--- config.mk ---
export PLATFORM = sky130hd
export DESIGN_NAME = counter_ud_param
export DESIGN_NICKNAME = d
export VERILOG_FILES = /design/src/rtl/counter_ud_param.sv
export SDC_FILE = /design/constraint.sdc
export NUM_CORES = 1
export LEC_CHECK = 0
export ABC_AREA = 1
export BUFFER_PORTS_ARGS = -buffer_cell sky130_fd_sc_hd__buf_2
export CAP_MARGIN = 10
export CORE_MARGIN = 1
export CORE_UTILIZATION = 59
export CTS_CLUSTER_DIAMETER = 30
export CTS_CLUSTER_SIZE = 24
export DETAILED_ROUTE_END_ITERATION = 8
export PLACE_DENSITY = 0.83
export SYNTH_ARGS = -nofsm -noshare
export SYNTH_HDL_FRONTEND = slang
export SYNTH_SLANG_ARGS = --single-unit
export TNS_END_PERCENT = 1
--- constraint.sdc ---
create_clock -name clk -period 3.3 [get_ports clk]
set_input_delay 0.66 -clock clk [delete_from_list [all_inputs] [get_ports clk]]
set_output_delay 0.66 -clock clk [all_outputs]
set_load 0.05 [all_outputs]
--- src/rtl/counter_ud_param.sv ---
// Parametrised up/down counter with programmable step and bounds, wrap or
// saturate on a boundary event, clamped parallel load and sticky overflow.
module counter_ud_param #(
    parameter int               WIDTH     = 8,
    parameter logic [WIDTH-1:0] RESET_VAL = '0
) (
    input  logic             clk,
    input  logic             reset,
    input  logic             en,
    input  logic             ud,
    input  logic [WIDTH-1:0] step,
    input  logic [WIDTH-1:0] lo,
    input  logic [WIDTH-1:0] hi,
    input  logic             mode,
    input  logic             load,
    input  logic [WIDTH-1:0] din,
    input  logic             clr_ovf,
    output logic [WIDTH-1:0] q,
    output logic             tc,
    output logic             ovf,
    output logic             cfg_err
);

    logic [WIDTH-1:0] q_q, q_d;
    logic             tc_q, tc_d;
    logic             ovf_q, ovf_d;

    logic             bad_cfg;
    logic [WIDTH:0]   sum;
    logic [WIDTH-1:0] diff;
    logic             borrow;
    logic             up_evt, dn_evt, evt;
    logic             count_ok;
    logic [WIDTH-1:0] load_val;
    logic [WIDTH-1:0] evt_val;

    assign bad_cfg = lo > hi;

    // Boundary detection. The sum is one bit wider so a carry out of WIDTH
    // bits still compares above hi; borrow catches a wrap below zero that
    // the truncated difference would otherwise hide.
    always_comb begin
        sum    = {1'b0, q_q} + {1'b0, step};
        diff   = q_q - step;
        borrow = q_q < step;
        up_evt = sum > {1'b0, hi};
        dn_evt = borrow || (diff < lo);
        evt    = ud ? up_evt : dn_evt;
    end

    // Load clamps into [lo,hi] only while the bounds are coherent.
    always_comb begin
        load_val = din;
        if (!bad_cfg) begin
            if (din < lo) begin
                load_val = lo;
            end else if (din > hi) begin
                load_val = hi;
            end
        end
    end

    // Wrap jumps to the opposite bound, saturate pins to the bound crossed.
    always_comb begin
        evt_val = lo;
        case ({mode, ud})
            2'b01:   evt_val = lo;
            2'b00:   evt_val = hi;
            2'b11:   evt_val = hi;
            default: evt_val = lo;
        endcase
    end

    assign count_ok = en && !bad_cfg && (step != '0);

    always_comb begin
        q_d   = q_q;
        tc_d  = 1'b0;
        ovf_d = ovf_q && !clr_ovf;
        if (load) begin
            q_d = load_val;
        end else if (count_ok) begin
            if (evt) begin
                q_d   = evt_val;
                tc_d  = 1'b1;
                ovf_d = 1'b1;
            end else if (ud) begin
                q_d = sum[WIDTH-1:0];
            end else begin
                q_d = diff;
            end
        end
    end

    always_ff @(posedge clk or posedge reset) begin
        if (reset) begin
            q_q   <= RESET_VAL;
            tc_q  <= 1'b0;
            ovf_q <= 1'b0;
        end else begin
            q_q   <= q_d;
            tc_q  <= tc_d;
            ovf_q <= ovf_d;
        end
    end

    assign q       = q_q;
    assign tc      = tc_q;
    assign ovf     = ovf_q;
    assign cfg_err = bad_cfg;

endmodule

### Yosys cells after proc, flatten, opt, wreduce, memory -nomap -nowiden

Cells that the tools add are included.

* bits in registers: 10
* bits in latches: 0
* RAM bits: 0
* memory bits (read-only): 0
* input bits: 39
* output and inout bits: 11
* memories kept: 0

* add/sub/neg operators: 2
* $mul: 0
* div/mod/pow operators: 0
* magnitude comparators: 6
* equal/unequal tests: 1
* shift operators: 0
* mux-type cells: 15
* bitwise logic cells: 0
* reduce and logical (&&, ||, !) cells: 10

Operators by type and width (number)
* 8-bit two-way mux: 8
* 8-bit < comparator: 3
* 8-bit greater-than comparator: 2
* 8-bit by 8-bit adder with 9-bit output: 1
* 9-bit by 8-bit greater-than comparator with 1-bit output: 1
* 8-bit nonzero test: 1
* 8-bit subtractor: 1
* 1-bit two-way mux: 7
* 1-bit logical AND: 3
* 2-bit == test, second input constant: 1
* 1-bit logical NOT: 2
* 2-bit logical NOT: 1
* 2-bit nonzero test: 1
* 2-bit OR reduction: 1
* 1-bit logical OR: 1

### Longest topological paths before layout

* depth in word-level cells: 7
* gate-level depth with buffers: 23
* depth with buffers taken out: 22

### Least setup slack after synthesis

No wires, ideal clock.

* kind: input to register
* start: input step[0]
* end: register ovf_q (netlist: ovf)
* data arrival time: 2.807 ns
* data required time: 3.182 ns
* setup slack: 0.375 ns
* cell stages on the path: 18
* path buffers: 0
* cells stage by stage: ha_1 fa_1 a31oi_1 xor2_1 ha_1 nand2_1 nor2_1 nand2_1 nand3_1 nand2_1 nand2_1 nand2_1 nand2_1 nand2_4 nand2_8 nand2_8 nor3_4 a21o_1

* longest elaborated chain between the ends: 7

Ends and longest elaborated chain
* start: declaration: RTL line 11 `input logic [WIDTH-1:0] step,`
* 8-bit subtractor: RTL line 44 `diff = q_q - step;`
* 8-bit < comparator: RTL line 47 `dn_evt = borrow || (diff < lo);`
* 1-bit logical OR: RTL line 47
* 1-bit two-way mux: RTL line 48 `evt = ud ? up_evt : dn_evt;`
* 1-bit two-way mux: RTL line 83 `if (evt) begin`
* 1-bit two-way mux *: RTL line 82 `end else if (count_ok) begin`
* 1-bit two-way mux *: RTL line 80 `if (load) begin`
* named net ovf_d: RTL line 26 `logic ovf_q, ovf_d;`
* end signal: assignment: RTL line 103 `ovf_q <= ovf_d;`
* end: declaration: RTL line 26

The timed path passes the listed nets; every way through them passes the cells marked *.
A chain may end at the register's enable or synchronous reset.

### Worst setup path after layout

* start: input step[0]
* end: register q_q[0] (netlist: q[0])

* longest elaborated chain between the ends: 7

Ends and longest elaborated chain
* 8-bit subtractor: RTL line 44
* 8-bit < comparator: RTL line 47
* 1-bit logical OR: RTL line 47
* 1-bit two-way mux: RTL line 48
* 8-bit two-way mux: RTL line 83
* 8-bit two-way mux: RTL line 82
* 8-bit two-way mux: RTL line 80
* end signal: assignment: RTL line 101 `q_q <= q_d;`
* end: declaration: RTL line 24 `logic [WIDTH-1:0] q_q, q_d;`

Parallel ways exist; a longest one is shown, timed or not. The select of a mux whose other input is x is not followed.

==> qor.csv <==
stage;metric;value;unit
die;die area;5290;µm²
logic_synthesis;Synth Warn #;0;
power_and_ir_drop;Gate power share;0.809;
run_status;status;completed;
die;Rows;25;
cells_and_area;most common cell after layout, fill and taps aside;nand2_1;
cts;clk_lat worst skew;0.23;ns
die;Initial Utilization;0.617;
global_route;total gr overflow;0;
power_and_ir_drop;static leakage;1.89;nW
cts;clock sink count;10;
cells_and_area;Layout Nets;588;
critical_path;CP Launch Type;input pin;
cts;clock-pin transition on the worst setup and hold timing paths;0.05;ns
cells_and_area;area of the multi-input gates;2310;µm²
cts;clk buf depth;2;
cts;Root Driver;clkbuf_8;
global_route;initial antenna violation count;0;
logic_synthesis;flops & latches, synth;10;
cts;H-tree levels;1;
timing;Final Hold Fails;0;
drt;Via density;5.47;
cells_and_area;share of post-route cells with drive strength above 1;0.234;
cts;CTS Hold Buffers Added;0;
logic_synthesis;Top FF cell, synth;dfrtp_1;
global_route;first-pass GRT wire length;13600;µm
logic_synthesis;Mean Syn Cell Area;6.62;µm²
timing;crit share post-route;0.926;
cells_and_area;filler cell count;460;
critical_path;CP Data Required Time;3.46;ns
logic_synthesis;Yosys cell types;40;
placed_design;Placed Cells;555;
logic_synthesis;Syn Nets;541;
placed_design;Post-DP HPWL;6800;µm
drt;drt wl/cell;14.3;µm
worst_hold_path;Hold WC Path Type;input pin to async pin;
timing;unrepaired setup endpoints after global routing;no;
global_route;total track usage;0.331;
power_and_ir_drop;sequential cell fraction of total power;0.109;
power_and_ir_drop;switching fraction of total power;0.585;
power_and_ir_drop;Power per Cell Area;567;nW/µm²
logic_synthesis;Post-Syn Area;2950;µm²
timing;Setup TNS;0;ns
global_route;largest net degree at the start of global routing;19;
die;top-level I/O count;50;
timing;Setup Skew;0.000855;ns
global_route;vias in the first global route;2881;
drt;Vias;3057;
cells_and_area;Seq. cell area;250;µm²
die;die width;72.8;µm
timing;worst slew pin tran;0.554;ns
power_and_ir_drop;clock network fraction of total power;0.083;
power_and_ir_drop;Worst VDD drop;0.267;mV
timing;Slew Viols, Final;0;
drt;Total Wirelength;8020;µm
timing;max_slew headroom;0.630;
drt;remaining antenna violation count;0;
cells_and_area;commonest non-fill, non-tap cells in the layout;93 x nand2_1, 70 x inv_1, 53 x ha_1, 49 x nand3_1, 49 x buf_2;
critical_path;type of element capturing the critical path;flop;
placed_design;IO Port Bufs;49;
logic_synthesis;ys async rst share;1.00;
power_and_ir_drop;Net Sw Power;1.09;mW
cells_and_area;Final Core Density;0.684;
drt;drt first-iter violations;128;
critical_path;CP max FO;9;
cells_and_area;Layout area overhead;10.9;%
timing;crit path time final;3.06;ns
power_and_ir_drop;P_int;0.771;mW
die;Die Ht;72.8;µm
cts;cts bufs inserted;3;
logic_synthesis;Synth Instances;446;
critical_path;WS Path Type;input pin to flop;
drt;DRC;0;
cells_and_area;# diodes;0;
placed_design;dpl cell area;3220;µm²
placed_design;GPL Wtd Cong;0.957;
die;total core area;4790;µm²
cells_and_area;Layout Cells excl Fill;559;
critical_path;CP arrival;3.22;ns
logic_synthesis;number of synthesized flops with an enable pin;0;
logic_synthesis;sequential area share after synthesis;0.0847;
cells_and_area;Finished Cell Area;3280;µm²
drt;drt pass-1 iters;5;
timing;f_max;327;MHz
timing;Setup Viol. Count Final;0;
cts;CTS tree;yes;
flow_run;count of max-cap constraint violations;0;
## critical path: stages
cell and delay [ns]:
buf_2 0.12, ha_1 0.23, fa_1 0.44, a31oi_1 0.22
xor2_1 0.11, ha_1 0.31, nand2_1 0.07, nor2_1 0.15
nand2_1 0.07, nand3_1 0.07, nand2_1 0.05, nand2_1 0.05
nand2_1 0.04, nand2_1 0.09, nand2_4 0.07, nand2_8 0.10
nand2_8 0.09, nand2_2 0.08, nand3_2 0.06, a21oi_2 0.13
## through the flow
step / power (mW) / worst slack [ns] / hold slack [ns]
after floorplan: 1.36 / 0.375 / 0.500
after global placement: 1.64 / 0.108 / 0.463
after detailed placement: 1.68 / 0.0209 / 0.476
after CTS: 1.85 / 0.240 / 0.414
after global routing: 2.06 / 0.00241 / 0.437
final: 1.86 / 0.245 / 0.403
## power groups by stage
stage	Sequential, mW	Clock, mW	Combinational [mW]
after detailed placement	0.204	0	1.47
after CTS	0.202	0.153	1.49
after floorplan	0.315	0	1.05
after global routing	0.208	0.160	1.69
after global placement	0.201	0	1.44
final	0.202	0.153	1.50
## synthesized netlist by cell type, types with 2 or more instances
cell | instances | area (µm²)
nand2_1 | 93 | 349
inv_1 | 70 | 263
ha_1 | 54 | 676
nand3_1 | 49 | 245
a21oi_1 | 24 | 120
o21ai_0 | 19 | 95.1
nor2_1 | 17 | 63.8
inv_2 | 14 | 52.6
nand2_2 | 14 | 87.6
a21oi_2 | 10 | 87.6
dfrtp_1 | 10 | 250
nand3_2 | 10 | 100
nand4_1 | 9 | 56.3
o21ai_1 | 9 | 45.0
xor2_1 | 6 | 52.6
a31oi_1 | 3 | 18.8
buf_6 | 3 | 33.8
o21bai_1 | 3 | 22.5
buf_4 | 2 | 15.0
fa_1 | 2 | 40.0
mux2i_1 | 2 | 20.0
nand2_4 | 2 | 22.5
nand2_8 | 2 | 40.0
nor4_1 | 2 | 12.5
o21a_1 | 2 | 15.0
## cell families (layout without fill, tap and decap cells)
kind of cell,count (synthesis),in the layout,share of synthesized area
fa+ha+maj,56,56,0.242
compound gates,73,73,0.147
simple gates,204,204,0.359
flops,10,10,0.0847
mux,2,2,0.00678
buf+inv,93,139,0.133
xor+xnor,8,8,0.0263
## area by class of cell
cell class / count / area share
Multi-Input combinational cell: 343 / 0.706
Inverter: 85 / 0.0982
Timing Repair Buffer: 50 / 0.0772
Sequential cell: 10 / 0.0764
Tap cell: 67 / 0.0256
Clock buffer: 4 / 0.0168
## path summary, 6_finish.rpt
| kind | endpoint | startpoint | slack, ns | cells after the start |
|---|---|---|---|---|
| worst max-delay path | q[0] | step[0] | 0.24 | 20 |
| worst min-delay path | ovf | reset | 0.40 | 2 |
| worst max register to register | q[0] | q[0] | 0.35 | 18 |
| worst min register to register | ovf | ovf | 0.48 | 1 |
| max in group asynchronous | q[7] | reset | 2.61 | 2 |
| min in group clk | ovf | ovf | 0.48 | 1 |
## state kept, by name (all words and copies together), names as in the netlist
name	flops
tc	1
ovf	1
q	8
## layer usage
layer | vias up | wire [µm] | global-route usage | share of wire
met1 | 1414 | 3530 | 0.406 | 0.44
met4 | 0 | 186 | 0.120 | 0.023
met3 | 17 | 229 | 0.0276 | 0.029
met2 | 67 | 4070 | 0.603 | 0.51
met5 | - | 0 | 0 | 0
li1 | 1559 | - | - | -
## what timing repair did
item	CTS	global route
setup endpoints to repair	0	2
resized for setup	0	1
setup buffers	0	0
No activity file was read; power rests on OpenSTA's default activity.
